`src/rtl/fib_main.sv`:
```
// fib_main: iterative fib(n, a, b) accumulator; one-cycle start request, one-cycle done strobe.
module fib_main #(
  parameter int N_W = 6,
  parameter int D_W = 32
) (
  input  logic           clk,
  input  logic           rst,
  input  logic           r_enable,
  input  logic           controlArr,
  input  logic [N_W-1:0] init_n_t_a,
  input  logic [D_W-1:0] init_a_t_a,
  input  logic [D_W-1:0] init_b_t_a,
  output logic           w_enable,
  output logic [D_W-1:0] result
);
  typedef enum logic {IDLE, RUN} state_t;
  state_t state, state_nx;
  logic [N_W-1:0] n, n_nx;
  logic [D_W-1:0] a, a_nx, b, b_nx, result_nx;
  logic w_nx;
  logic start;
  assign start = r_enable && !controlArr;
  always_comb begin
    state_nx = state;
    n_nx = n;
    a_nx = a;
    b_nx = b;
    result_nx = result;
    w_nx = 1'b0;
    if (state == IDLE) begin
      if (start) begin
        n_nx = init_n_t_a;
        a_nx = init_a_t_a;
        b_nx = init_b_t_a;
        state_nx = RUN;
      end
    end else if (n != '0) begin
      n_nx = n - 1'b1;
      a_nx = a + b;
      b_nx = a;
    end else begin
      result_nx = a;
      w_nx = 1'b1;
      state_nx = IDLE;
    end
  end
  always_ff @(posedge clk) begin
    if (rst) begin
      state <= IDLE;
      n <= '0;
      a <= '0;
      b <= '0;
      result <= '0;
      w_enable <= 1'b0;
    end else begin
      state <= state_nx;
      n <= n_nx;
      a <= a_nx;
      b <= b_nx;
      result <= result_nx;
      w_enable <= w_nx;
    end
  end
endmodule

```
`config.mk`:
```
export PLATFORM = sky130hd
export DESIGN_NAME = fib_main
export DESIGN_NICKNAME = d
export VERILOG_FILES = /design/src/rtl/fib_main.sv
export SDC_FILE = /design/constraint.sdc
export NUM_CORES = 1
export LEC_CHECK = 0
export CAP_MARGIN = 20
export CORE_MARGIN = 4
export CORE_UTILIZATION = 25
export CTS_CLUSTER_SIZE = 24
export DETAILED_ROUTE_END_ITERATION = 8
export PLACE_DENSITY = 0.48
export SETUP_SLACK_MARGIN = 0.2
export SLEW_MARGIN = 5
export SYNTH_ARGS = -nofsm -noshare
export SYNTH_HDL_FRONTEND = slang
export SYNTH_SLANG_ARGS = --single-unit
```
`constraint.sdc`:
```
create_clock -name clk -period 2.85 [get_ports clk]
set_clock_uncertainty 0.05 [all_clocks]
set_input_delay 0.285 -clock clk [delete_from_list [all_inputs] [get_ports clk]]
set_output_delay 0.285 -clock clk [all_outputs]
set_load 0.05 [all_outputs]
```
# == Yosys cells after proc, flatten, opt, wreduce, memory -nomap -nowiden ==
# Cells that the tools add are included.
# Widths: inputs -> output; s select.
# classes
addsub,2
mul,0
div,0
n_lt_le_gt_ge,0
eq_ne,1
shifts,0
n_mux,13
bitwise_logic,2
n_reduce_logical,7
# op_table
op,count
$mux 32,6
$add 32x32->32,1
$mux 6,3
$reduce_bool 6->1,1
$sub 6x1->6 const B,1
$mux 1,4
$reduce_and 2->1,2
$ne 2x1->1 const B,1
$not 1->1,2
$reduce_bool 2->1,1
$reduce_or 2->1,1
$logic_and 1x1->1,1
$logic_not 1->1,1
# word_totals
regBits,104
latchBits,0
ram_bits,0
mem_bits_ro,0
inputBits,74
out_inout_bits,33
elab_cells,31
memories,0

# == Longest topological paths before layout ==
# depth
word_depth,4
ltp_mapped,12
depth_no_buf,12

# == Worst setup path before layout ==
# Ideal clock, no wire load.
# synth_path
path_kind,reg-to-reg
startpoint,reg a[0]
endpoint,reg a[26]
setup_time_ns,0.095
arrival_ns,2.740
path_slack_ns,-0.035
path_stages_with_launch,13
n_path_buf,0
period_less_slack_ns,2.885
cell_sequence,dfxtp_1 -> ha_1 -> fa_1 -> a21o_1 -> a21oi_2 -> nor2b_1 -> o311a_4 -> o2111ai_4 -> a21oi_2 -> nor3_1 -> o21bai_1 -> xnor2_1 -> a221oi_1
# synth_between
elab_chain_cells,3
# synth_lines
item,line_no,text
"start, declared",19,"logic [D_W-1:0] a, a_nx, b, b_nx, result_nx;"
"start signal, assigned",58,a <= a_nx;
$add 32x32->32,39,a_nx = a + b;
$mux 32,37,end else if (n != '0) begin
$mux 32,30,if (state == IDLE) begin
# Every way passes these cells. The select of a mux whose other input is x is not followed.
# A chain may end at the register's enable or synchronous reset.

# == Worst setup path after layout ==
# layout_path
startpoint,reg b[0]
endpoint,reg a[30]
# layout_between
elab_chain_cells,3
# layout_lines
item,line_no,text
"start, declared",19,
"start signal, assigned",59,b <= b_nx;
$add 32x32->32,39,
$mux 32,37,
$mux 32,30,
# Every way passes these cells. The select of a mux whose other input is x is not followed.

==> metrics.md <==
| Metric | Value |
|---|---|
| Status | `complete, no violations` |
| Syn Std Cell Area | `about 5900 sq um` |
| Setup crit start kind | `flop` |
| Placed Cells | `between 1000 and 1500` |
| Worst VDD drop | `0.000291 V` |
| WS Path Type | `reg2reg` |
| Core Box Area | `23400 sq um` |
| Die Area | `around 26000 sq um` |
| Post-synthesis register bit count | `between 100 and 150` |
| Gpl congestion | `between 0.7 and 0.8` |
| Fmax | `roughly 360 MHz` |
| Power, Total | `4.34 mW` |
| Worst-margin pin slew | `slightly below 0.8 ns` |
| Async SR Flop Fraction | `0%` |
| Root Buffer | `clkbuf_16` |
| Core Rows | `56` |
| Max-cap violations | `0` |
| Number of flops mapped to enable cells by yosys | `0` |
| Dominant synthesized flop cell | `dfxtp_1` |
| Syn Area/Cell | `8.37 sq um` |
| DIE HEIGHT | `162 um` |
| Nets | `between 900 and 1000` |
| Buffers on Ports | `106` |
| Vias | `between 5000 and 6000` |
| Num CTS Buffers | `9` |
| Type of the worst min-delay path | `in2reg` |
| Routed Antenna Nets | `0` |
| CTS tree | `built` |
| Starting Density | `around 25%` |
| Hold-fix buffers, CTS | `0` |
| Max Slew Vio Count | `0` |
| Die width | `between 150 and 200 um` |
| Total track usage | `a little over an eighth` |
| CP max FO | `4` |
| Slowest stage delay, CP | `between 0.3 and 0.4 ns` |
| Initial antenna violation count | `1` |
| Clk buf depth | `2` |
| Number of global-route vias before repair | `5228` |
| Min Tclk post-route | `approximately 2.8 ns` |
| Share of layout cells above drive strength 1 | `between 10% and 20%` |
| CP Buf/Inv Count | `0` |
| Static leakage | `around 2.9 nW` |
| CTS Sinks | `about 100` |
| Ant diodes | `0` |
| Ys Warns | `0` |
| Drc violations | `0` |
| Fin cells | `between 1000 and 1500` |
| Clock transition at path regs | `about 0.07 ns` |
| Post-synthesis cell type count | `59` |
| H-tree Lvls | `3` |
| Starting DRC count in detailed routing | `240` |
| WL final | `17500 um` |
| Boundary pin count | `107` |
| Largest net degree at the start of global routing | `52` |
| Syn_nets | `between 800 and 900` |
| Cells after synthesis | `707` |
| Worst-path cell chain | `ha_4 > fa_2 > a21o_1 > a21oi_2 > nor2b_1 > o311a_4 > o2111ai_4 > a21oi_4 > o311ai_4 > a31oi_1 > xor2_1 > o2bb2ai_1` |
| Final setup violation count | `0` |
| RSZ-0062 raised after global routing | `yes` |
| Post-synthesis sequential area ratio | `between 30% and 40%` |
| Fin Setup TNS | `0 ns` |
| Hpwl dp | `~12000 um` |
| P&R area growth vs syn | `32.7%` |
| CP top delay family | `compound AO/OA/AOI/OAI gates` |
| Pre-antenna DRT Iters | `4` |
| Grt total ovfl | `0` |
| Area leader, netlist | `dfxtp_1` |
| CP endpoint kind | `flop` |
| Ranking of synthesized cells by area | `dfxtp_1 (35%), mux2i_1 (7.6%), a211oi_1 (7.4%)` |
| Slew HR | `a little under half` |
| Worst EP required | `between 3 and 4 ns` |
| Worst skew pair latency | `between 0.3 and 0.4 ns` |
| Synth top area share | `35.2%` |
| Final Hold Viols | `0` |
| Period utilisation layout | `98.1%` |
| Data arrival, critical path | `about 3.0 ns` |
| PD cells | `553 nW/um^2` |
| Slowest cell on crit path | `fa_2` |
| Min Hold Slack | `0.332 ns` |
| Vias per cell | `4.65` |
| Wirelength per Cell | `roughly 15 um` |
| First-pass GRT wire length | `roughly 28000 um` |
==> cell families after synthesis <==
family	count (synthesis)	synth area share [%]
and+or+nand+nor	232	16.8
AOI/OAI and AO/OA	212	24.4
muxes	45	7.62
DFF	104	35.2
xor gates and xnor gates	25	3.70
adders and majority gates	34	7.32
buffers and inverters	55	4.99
==> layer usage <==
metal	wire, um	up-vias	GRT usage, %
li1	-	2742	-
met1	8700	2389	18.4
met2	7810	100	21.0
met3	723	13	2.46
met4	236	2	3.92
met5	20	-	0
==> per-stage QoR <==
step	area, sq um	setup slack (ns)	utilization (%)
3_3_place_gp	7340	-0.00526	31.4
6_report	7850	0.0547	33.5
3_5_place_dp	7340	-0.0183	31.4
2_1_floorplan	5940	0.202	-
4_1_cts	7720	0.00428	33.0
5_1_grt	7850	-0.109	33.5
==> synth_stat cells (4+ instances only) <==
cell and instances:
dfxtp_1 104, nand2_1 100, nor2_1 81, a21oi_1 72, a211oi_1 58, mux2i_1 45
clkbuf_1 34, ha_1 33, o21ai_0 17, a21o_1 16, xnor2_1 16, nand3_1 10
and3_1 9, inv_1 9, xor2_1 9, nor2b_1 7, a221oi_1 6, a31oi_1 6
nor3_1 6, clkbuf_8 5, nand4_1 5, o211ai_1 4, o22ai_1 4
==> state kept, by name, indices dropped and copies added (netlist names) <==
name	count
a	32
b	32
result	32
n	6
state	1
w_enable	1
==> power breakdown <==
group	switching [mW]	leakage [nW]	total, mW	internal [mW]
Sequential	0.129	0.856	1.71	1.59
Clock	0.593	0.165	1.41	0.818
Combinational	0.670	1.91	1.22	0.547
==> worst paths after layout <==
check	startpoint	end	slack (ns)	cells after the start
max reg2reg	b[0]	a[30]	0.05	12
max	b[0]	a[30]	0.05	12
min reg2reg	result[8]	result[8]	0.40	2
min	rst	state	0.33	2
==> layout make-up <==
type | instances | area (sq um)
inverters | 9 | 33.8
fillers | 2517 | 15600
multi-input cells | 548 | 3700
clock buffers | 11 | 253
flip-flops and latches | 104 | 2090
well taps | 319 | 399
repair buffers | 133 | 1290
clock inverters | 5 | 78.8
==> placed cells by master, fill, tap and decap left out, types with 5 or more instances in the layout <==
cell type        instances
a31oi_1                  5
ha_1                    28
dfxtp_1                100
a21oi_1                 70
mux2i_1                 45
a221oi_1                 5
and3_1                   9
nand2_1                 99
xnor2_1                 16
inv_1                    9
clkbuf_16                9
nor2_1                  80
nor2b_1                  6
nand3_1                  9
nor3_1                   5
xor2_1                   9
nand4_1                  5
a211oi_1                55
buf_4                   25
a21o_1                  16
clkdlybuf4s50_1        105
o21ai_0                 16
==> repair_timing <==
action | CTS | global route
buffers inserted | 3 | 1
endpoints found under the setup margin | 10 | 17
resized for setup | 7 | 19
pin swaps | 7 | 12
Power figures use the tool's default switching activity.
